**src/rtl/mc_main_control.sv**
```systemverilog
// mc_main_control -- multi-cycle main control FSM for the MIPS-lite datapath.
//
// Sequences each instruction through fetch, decode, execute, memory and
// write-back. It drives every datapath enable and mux select, and produces the
// 2-bit aluop class that the ALU-control decoder resolves together with func.
//
// Ports:
//   clk        in   single clock, rising edge
//   rst        in   asynchronous active-high reset (forces RESET, outputs 0)
//   opcode     in   IR[31:26], sampled in DECODE (and MEM_ADDR for LW/SW)
//   zero       in   ALU zero flag, gates pc_write in BRANCH only
//   mem_ready  in   memory-done strobe, used only with MC_CTRL_MEM_WAIT_EN
//   pc_write   out  PC load enable
//   iord       out  memory address select (0 = PC, 1 = ALUOut)
//   mem_read   out  memory read strobe
//   mem_write  out  memory write strobe
//   ir_write   out  IR load enable
//   reg_dst    out  write register select (0 = rt, 1 = rd)
//   mem_to_reg out  write-back source (0 = ALUOut, 1 = MDR)
//   reg_write  out  register-file write enable
//   alu_src_a  out  ALU A select (0 = PC, 1 = A)
//   alu_src_b  out  ALU B select (00 B, 01 4, 10 ext(imm), 11 sext(imm)<<2)
//   ext_zero   out  immediate extension (1 = zero, 0 = sign)
//   pc_source  out  PC source (00 ALU, 01 ALUOut, 10 jump target)
//   aluop      out  ALU class (00 ADD, 01 SUB, 10 R_TYPE, 11 ORI)
//   illegal    out  one-cycle pulse on an unrecognised opcode
//
// Configuration macro:
//   MC_CTRL_MEM_WAIT_EN  FETCH, MEM_RD and MEM_WR hold until mem_ready = 1.
module mc_main_control #(
  parameter int OP_W = 6
) (
  input  logic            clk,
  input  logic            rst,
  input  logic [OP_W-1:0] opcode,
  input  logic            zero,
  input  logic            mem_ready,
  output logic            pc_write,
  output logic            iord,
  output logic            mem_read,
  output logic            mem_write,
  output logic            ir_write,
  output logic            reg_dst,
  output logic            mem_to_reg,
  output logic            reg_write,
  output logic            alu_src_a,
  output logic [1:0]      alu_src_b,
  output logic            ext_zero,
  output logic [1:0]      pc_source,
  output logic [1:0]      aluop,
  output logic            illegal
);

  localparam logic [OP_W-1:0] OP_RTYPE = OP_W'(6'b000000);
  localparam logic [OP_W-1:0] OP_LW    = OP_W'(6'b100011);
  localparam logic [OP_W-1:0] OP_SW    = OP_W'(6'b101011);
  localparam logic [OP_W-1:0] OP_BEQ   = OP_W'(6'b000100);
  localparam logic [OP_W-1:0] OP_J     = OP_W'(6'b000010);
  localparam logic [OP_W-1:0] OP_ORI   = OP_W'(6'b001101);

  localparam logic [1:0] ALU_OP_ADD    = 2'b00;
  localparam logic [1:0] ALU_OP_SUB    = 2'b01;
  localparam logic [1:0] ALU_OP_R_TYPE = 2'b10;
  localparam logic [1:0] ALU_OP_ORI    = 2'b11;

  typedef enum logic [3:0] {
    S_RESET,
    S_FETCH,
    S_DECODE,
    S_R_EXEC,
    S_R_WB,
    S_ORI_EXEC,
    S_ORI_WB,
    S_MEM_ADDR,
    S_MEM_RD,
    S_MEM_WB,
    S_MEM_WR,
    S_BRANCH,
    S_JUMP,
    S_ILLEGAL
  } state_t;

  typedef struct packed {
    logic       pc_write;
    logic       iord;
    logic       mem_read;
    logic       mem_write;
    logic       ir_write;
    logic       reg_dst;
    logic       mem_to_reg;
    logic       reg_write;
    logic       alu_src_a;
    logic [1:0] alu_src_b;
    logic       ext_zero;
    logic [1:0] pc_source;
    logic [1:0] aluop;
    logic       illegal;
  } ctrl_t;

  state_t r_state;
  state_t w_next;
  ctrl_t  r_ctrl;
  logic   w_mem_ok;
  logic   w_unused;

`ifdef MC_CTRL_MEM_WAIT_EN
  assign w_mem_ok = mem_ready;
  assign w_unused = 1'b0;
`else
  assign w_mem_ok = 1'b1;
  assign w_unused = mem_ready;
`endif

  // Control word for each state; BRANCH's pc_write is added outside because
  // it follows zero combinationally.
  function automatic ctrl_t f_ctrl(input state_t s);
    ctrl_t c;
    c = '0;
    c.aluop = ALU_OP_ADD;
    case (s)
      S_FETCH: begin
        c.mem_read  = 1'b1;
        c.ir_write  = 1'b1;
        c.pc_write  = 1'b1;
        c.alu_src_b = 2'b01;
      end
      S_DECODE:   c.alu_src_b = 2'b11;
      S_R_EXEC: begin
        c.alu_src_a = 1'b1;
        c.aluop     = ALU_OP_R_TYPE;
      end
      S_R_WB: begin
        c.reg_write = 1'b1;
        c.reg_dst   = 1'b1;
      end
      S_ORI_EXEC: begin
        c.alu_src_a = 1'b1;
        c.alu_src_b = 2'b10;
        c.ext_zero  = 1'b1;
        c.aluop     = ALU_OP_ORI;
      end
      S_ORI_WB:   c.reg_write = 1'b1;
      S_MEM_ADDR: begin
        c.alu_src_a = 1'b1;
        c.alu_src_b = 2'b10;
      end
      S_MEM_RD: begin
        c.mem_read = 1'b1;
        c.iord     = 1'b1;
      end
      S_MEM_WB: begin
        c.reg_write  = 1'b1;
        c.mem_to_reg = 1'b1;
      end
      S_MEM_WR: begin
        c.mem_write = 1'b1;
        c.iord      = 1'b1;
      end
      S_BRANCH: begin
        c.alu_src_a = 1'b1;
        c.aluop     = ALU_OP_SUB;
        c.pc_source = 2'b01;
      end
      S_JUMP: begin
        c.pc_write  = 1'b1;
        c.pc_source = 2'b10;
      end
      S_ILLEGAL:  c.illegal = 1'b1;
      default:    c = '0;
    endcase
    return c;
  endfunction

  always_comb begin
    w_next = r_state;
    case (r_state)
      S_RESET:    w_next = S_FETCH;
      S_FETCH:    w_next = w_mem_ok ? S_DECODE : S_FETCH;
      S_DECODE: begin
        if (opcode == OP_RTYPE)                     w_next = S_R_EXEC;
        else if (opcode == OP_LW || opcode == OP_SW) w_next = S_MEM_ADDR;
        else if (opcode == OP_BEQ)                  w_next = S_BRANCH;
        else if (opcode == OP_J)                    w_next = S_JUMP;
        else if (opcode == OP_ORI)                  w_next = S_ORI_EXEC;
        else                                        w_next = S_ILLEGAL;
      end
      S_R_EXEC:   w_next = S_R_WB;
      S_ORI_EXEC: w_next = S_ORI_WB;
      S_MEM_ADDR: w_next = (opcode == OP_SW) ? S_MEM_WR : S_MEM_RD;
      S_MEM_RD:   w_next = w_mem_ok ? S_MEM_WB : S_MEM_RD;
      S_MEM_WR:   w_next = w_mem_ok ? S_FETCH : S_MEM_WR;
      default:    w_next = S_FETCH;
    endcase
  end

  // Outputs are registered from the next state so they line up with r_state.
  always_ff @(posedge clk or posedge rst) begin
    if (rst) begin
      r_state <= S_RESET;
      r_ctrl  <= '0;
    end else begin
      r_state <= w_next;
      r_ctrl  <= f_ctrl(w_next);
    end
  end

  // While FETCH waits on memory, IR and PC loads fire only in the ready cycle.
  assign pc_write   = (r_ctrl.pc_write & ((r_state != S_FETCH) | w_mem_ok))
                    | ((r_state == S_BRANCH) & zero);
  assign ir_write   = r_ctrl.ir_write & w_mem_ok;
  assign iord       = r_ctrl.iord;
  assign mem_read   = r_ctrl.mem_read;
  assign mem_write  = r_ctrl.mem_write;
  assign reg_dst    = r_ctrl.reg_dst;
  assign mem_to_reg = r_ctrl.mem_to_reg;
  assign reg_write  = r_ctrl.reg_write;
  assign alu_src_a  = r_ctrl.alu_src_a;
  assign alu_src_b  = r_ctrl.alu_src_b;
  assign ext_zero   = r_ctrl.ext_zero;
  assign pc_source  = r_ctrl.pc_source;
  assign aluop      = r_ctrl.aluop;
  assign illegal    = r_ctrl.illegal;

endmodule

```
**config.mk**
```make
export PLATFORM = sky130hd
export DESIGN_NAME = mc_main_control
export DESIGN_NICKNAME = d
export VERILOG_FILES = /design/src/rtl/mc_main_control.sv
export SDC_FILE = /design/constraint.sdc
export NUM_CORES = 1
export LEC_CHECK = 0
export CAP_MARGIN = 20
export CORE_UTILIZATION = 30
export CTS_CLUSTER_DIAMETER = 40
export DETAILED_ROUTE_END_ITERATION = 12
export SLEW_MARGIN = 10
export SYNTH_ARGS = -nofsm -noshare
export SYNTH_HDL_FRONTEND = slang
export SYNTH_SLANG_ARGS = --single-unit
```
**constraint.sdc**
```tcl
create_clock -name clk -period 1.5 [get_ports clk]
set_input_delay 0.15 -clock clk [delete_from_list [all_inputs] [get_ports clk]]
set_output_delay 0.15 -clock clk [all_outputs]
set_load 0.02 [all_outputs]
```
==> results of run 1 <==
## per-layer routing
metal | up-vias | track usage | share of wire
met5 | - | 0 | 0
met4 | 0 | 0.06818 | 0.027
met3 | 5 | 0.01279 | 0.031
met2 | 23 | 0.2575 | 0.52
met1 | 426 | 0.1737 | 0.42
li1 | 456 | - | -
## worst max-delay path: stages, from the launching register on
cell      delay (ps)
dfrtp_2          470
buf_6            130
and4b_2          250
a311oi_4         270
inv_4            100
o31ai_4          250
## synthesized netlist by cell type (all sizes together) (3+ instances only)
cell type	instances	area (um^2)
buf	11	75.07
nor4	3	18.77
nor3	5	36.29
nor2	14	52.55
a21oi	4	20.02
dfrtp	21	525.5
inv	7	28.78
o21ai	4	20.01
nand2	6	30.03
o21bai	3	22.52
## area by class of cell
class                   instances  share of cell area
well taps                      46             0.03338
inverters                       7             0.01669
repair buffers                 62              0.3179
clock buffers                   3             0.01306
clock inverters                 1            0.004354
flip-flops and latches         21              0.3077
multi-input cells              61              0.3070
## per-stage QoR
step	cell area [um^2]	utilization	TNS [ps]	power, uW	hold WS, ps
after floorplan	1056	-	0	1596	126.5
after global placement	1476	0.4424	-2505	2078	498.3
after detailed placement	1476	0.4424	-2977	2103	499.1
after CTS	1600	0.4796	-269.6	2564	159.0
after global routing	1724	0.5167	-755.7	3034	151.9
final	1724	0.5167	-177.7	2843	143.9
## kinds of logic after synthesis
logic type / after synthesis / share of synthesized area
flip-flops: 21 / 0.5048
buffers and inverters: 19 / 0.1034
AO/OA/AOI/OAI: 20 / 0.1442
multiplexers: 2 / 0.01923
AND/OR/NAND/NOR: 39 / 0.2284
## power by group through the flow
stage	combinational, uW	clock, uW	sequential [uW]
finish	1740	277	829
floorplan	732	0	864
CTS	1440	284	836
detailed placement	1250	0	856
global placement	1230	0	851
global route	1870	317	847
## worst max path at each step
| stage | from | endpoint | slack (ps) | depth (start not counted) |
|---|---|---|---|---|
| after global placement | opcode[3] | r_ctrl[16] | -300 | 6 |
| after CTS | r_state[0] | r_ctrl[16] | -60 | 5 |
| after detailed placement | opcode[3] | r_ctrl[16] | -390 | 6 |
| after floorplan | r_state[3] | alu_src_a | 20 | 6 |
| final | r_state[0] | alu_src_a | -50 | 5 |
| after global routing | r_state[0] | pc_source[1] | -130 | 5 |
## timing repair
item / in CTS / in global routing
pin swaps: 5 / 7
buffers inserted: 6 / 5
setup endpoints to repair: 11 / 12
gates resized for setup: 20 / 18
==> flow_summary.yaml, run 1 <==
power:
  power.internal_uw: 1744
  clkPwrFrac: 0.097
  switching_share: 0.3867
  ir_drop_mv: 0.4436
  comb_power_share: 0.611
  p_leak_uw: 0.0007612
  power.density_nw_per_um2: 1649
  switching_power_uw: 1099
  seqPwrFrac: 0.292
placed_design:
  place_hpwl_um: 1696
  portBuffers: 25
  gp_congestion: 0.8340
  pre_cts_ws_ps: -388.6
  placedCellCount: 186
clocking:
  ctsHoldBuffers: 0
  numCtsBuffers: 3
  cts_root_buf: "clkbuf_4"
  cts.htree.levels: 1
  path_clk_slew_ps: 120
  clkLatencyLatePin_ps: 310
  clock_sinks: 21
  cts_tree: "yes"
  clock_path_buffers: 2
worst_setup_path:
  critPathRequiredTime_ps: 1740
  r2r_end: "alu_src_a"
  worstSetupStartpointType: "flip-flop"
  critPathKind: "reg -> reg"
  crit_fanout: 6
  cp-end-kind: "flip-flop"
  regToRegStartpoint: "r_state[0]"
  ff2ff_path_depth: 5
  r2r_setup_slack_ps: -50
  critical_path_arrival_ps: 1790
sta:
  relSlewSlack: 0.7781
  maxSlewViolCount: 0
  final_hold_viol_count: 0
  min_period_ps: 1553
  rsz0062_at_grt: "true"
  worstMarginPinSlew_ps: 329.7
  finalSetupViolations: 7
  max_freq_ghz: 0.6440
  fin_skew_ps: 6.874
  finalCritPeriodShare: 1.035
  fin_ws_ps: -52.73
global_routing:
  grt_max_degree: 22
  grt_pass1_vias: 876
  grt_first_pass_wirelength_um: 3898
  grtUsageTotal: 0.1439
  grt.overflow.total: 0
  antenna_found_initial: 0
yosys:
  synth_cell_types: 33
  ys_async_sr_fraction: 1.000
  netlist_area_um2: 1041
  syn_area_per_cell_um2: 10.31
  synthCells: 101
  ys_seq_area_frac: 0.5048
  synth_top_flop_cell: "dfrtp_1"
  yosysWarnings: 0
  synth_edf_count: 0
  ys_ff_latch: 21
  postSynthNetCount: 111
finish:
  layout_commonest_cell: "buf_4"
  diodes: 0
  multiInputGateArea_um2: 529.3
  finalNonFillerCells: 201
  largest_register_ffs: 4
  final_cell_mix: "buf_4 (32), clkdlybuf4s50_1 (24), dfrtp_1 (17), nor2_1 (12)"
  layout.nets: 166
  fill_cells: 292
  syn2layout_area_growth_pct: 65.62
  regMostFlops: "r_state"
  layout-drive-gt1-share: 0.4516
  seqCellArea_um2: 530.5
job:
  maxCapViolCount: 0
drt:
  drtIter0Drc: 10
  drt_wl_total_um: 2434
  via_per_inst: 4.527
  wl_per_cell_um: 12.11
  ant_nets: 0
  dr.pass1.iters: 4
  vias: 910
  drcViolationCount: 0
floorplanning:
  io_pins: 27
  die_h_um: 60.91
  rows: 21
  initial_core_util: 0.3120
  dieArea_um2: 3709
  core_um2: 3337
  die_x_um: 60.91
run_status:
  outcome: "finished, violations left"
  violations: "setup timing"
worst_hold_path:
  holdCritPathClass: "in -> async"
(Power assumes the default switching activity.)
==> inputs of run 2 (changes only) <==
CORE_ASPECT_RATIO = 1.4   (was not set)
CTS_CLUSTER_DIAMETER = 50   (was 40)
MAX_ROUTING_LAYER = met4   (was not set)
==> run 2 against run 1 <==
  * The flow still finishes with violations (setup timing)
  * Non-clock buffer count is 1 higher
  * Sequential power down 0.8%
  * Clock power rose by 32%
  * Maximum frequency down 3.5%
  * Utilization rose by 2.1 points
  * Critical path type unchanged
  * Largest power group unchanged
==> flow_summary.yaml, run 2 (synthesis gave the netlist of run 1 again) <==
run_status:
  outcome: "finished, violations left"
  violations: "setup timing"
floorplanning:
  die_h_um: 71.70
  io_pins: 27
  initial_core_util: 0.3240
  die_x_um: 51.79
  dieArea_um2: 3713
  rows: 24
  core_um2: 3213
worst_setup_path:
  crit_path_cell_trace: "nor4b_4, buf_4, a311oi_4, buf_4, inv_6, buf_4, nor2_4"
  crit_family: "buffers and inverters"
  critPathKind: "reg -> reg"
  crit_top_cell: "buf_4"
  cp_num_buf_inv: 4
  slowest_stage: "dfrtp_2"
  crit_fanout: 6
  critPathRequiredTime_ps: 1650
  cp.depth: 7
  critical_path_arrival_ps: 1760
  ff2ff_path_depth: 7
  critPathMaxStageDelay_ps: 450
  worstSetupStartpointType: "flip-flop"
  cp-end-kind: "flip-flop"
drt:
  via_per_inst: 4.754
  wl_per_cell_um: 13.85
  drcViolationCount: 0
  drtIter0Drc: 8
  vias: 927
  dr.pass1.iters: 3
  ant_nets: 0
  drt_wl_total_um: 2701
clocking:
  ctsHoldBuffers: 0
  cts_root_buf: "clkbuf_8"
  clkLatencyLatePin_ps: 260
  cts_tree: "yes"
  clock_path_buffers: 2
  numCtsBuffers: 3
  cts.htree.levels: 1
  clock_sinks: 21
  path_clk_slew_ps: 80
power:
  comb_power_share: 0.591
  ir_drop_mv: 0.7807
  switching_power_uw: 1104
  seqPwrFrac: 0.283
  power.density_nw_per_um2: 1683
  switching_share: 0.3795
  power.total_uw: 2910
  p_leak_uw: 0.0008010
  clkPwrFrac: 0.126
  power.internal_uw: 1806
placed_design:
  placedCellCount: 179
  dpl-instance-area_um2: 1468
  gp_congestion: 0.8710
  place_hpwl_um: 1791
  portBuffers: 25
global_routing:
  grt.overflow.total: 0
  grtUsageTotal: 0.1553
  grt_max_degree: 22
  antenna_found_initial: 0
  grt_first_pass_wirelength_um: 4112
  grt_pass1_vias: 882
finish:
  layout_commonest_cell: "buf_4"
  final_cell_mix: "buf_4 (35), clkdlybuf4s50_1 (20), dfrtp_1 (18), nor2_1 (10), inv_1 (6)"
  diodes: 0
  layout.nets: 167
  finalNonFillerCells: 195
  final_util: 0.5382
  layout-drive-gt1-share: 0.4679
  regMostFlops: "r_state"
  largest_register_ffs: 4
  syn2layout_area_growth_pct: 66.11
  stdcell_area_um2: 1729
job:
  maxCapViolCount: 0
sta:
  tns_ps: -610.0
  maxSlewViolCount: 0
  rsz0062_at_grt: "true"
  final_hold_viol_count: 0
  max_freq_ghz: 0.6212
  fin_ws_ps: -109.7
  relSlewSlack: 0.7748
  finalSetupViolations: 10
  min_period_ps: 1610
  finalCritPeriodShare: 1.073
  worstMarginPinSlew_ps: 336.4
  fin_skew_ps: 8.259
worst_hold_path:
  holdCritPathClass: "in -> async"
-- run 2: changes by cell type in the layout (fill, tap and decap cells not counted), moves of 3 or more --
cell	previous run	this run
clkbuf_4	3	0
dlymetal6s2s_1	0	4
buf_4	32	35
clkbuf_8	0	3
clkdlybuf4s50_1	24	20
buf_6	6	3
-- run 2: per-stage QoR --
stage,setup WS (ps),hold slack [ps]
2_1_floorplan,16.70,126.5
3_3_place_gp,-266.4,490.8
3_5_place_dp,-328.8,505.8
4_1_cts,-69.90,220.0
5_1_grt,-179.2,284.2
6_report,-109.7,215.5
-- run 2: power by group through the flow --
stage	Clock, uW	Combinational [uW]	Sequential [uW]
final	367	1720	822
after global routing	398	1840	835
after CTS	379	1490	834
after detailed placement	0	1290	838
after global placement	0	1280	839
after floorplan	0	732	864
-- run 2: path summary, 6_finish.rpt --
kind / slack (ps) / from / to
worst max-delay path: -110 / r_state[2] / ext_zero
worst min-delay path: 220 / rst / alu_src_b[0]
worst max register to register: -110 / r_state[2] / ext_zero
worst min register to register: 650 / r_state[0] / r_state[0]
max in group asynchronous: 1040 / rst / r_state[3]
min in group clk: 410 / opcode[2] / r_state[0]
-- run 2: worst register-to-register path: stages (launching register included) --
cell and delay [ps]:
dfrtp_2 450, nor4b_4 380, buf_4 190, a311oi_4 90, buf_4 170, inv_6 70, buf_4 120, nor2_4 30
-- run 2: routing by layer --
metal	track usage	up-vias	part of all wire
li1	-	450	-
met1	0.1747	448	0.37
met2	0.2684	23	0.57
met3	0.01486	6	0.029
met4	0.07508	0	0.033
met5	-	-	0
-- run 2: repair_timing --
| action | CTS | global route |
|---|---|---|
| endpoints found under the setup margin | 10 | 10 |
| hold endpoints to repair | 0 | 0 |
| buffers inserted | 7 | 6 |
| gates resized for setup | 16 | 22 |
| pin swaps | 9 | 7 |
-- run 2: final cells by class --
type,instances,area (um^2)
Clock buffer,3,41.29
Clock inverter,1,5.005
Fill cell,272,1484
Inverter,7,31.28
Multi-Input combinational cell,61,521.8
Sequential cell,21,529.3
Tap cell,39,48.80
Timing Repair Buffer,63,551.8
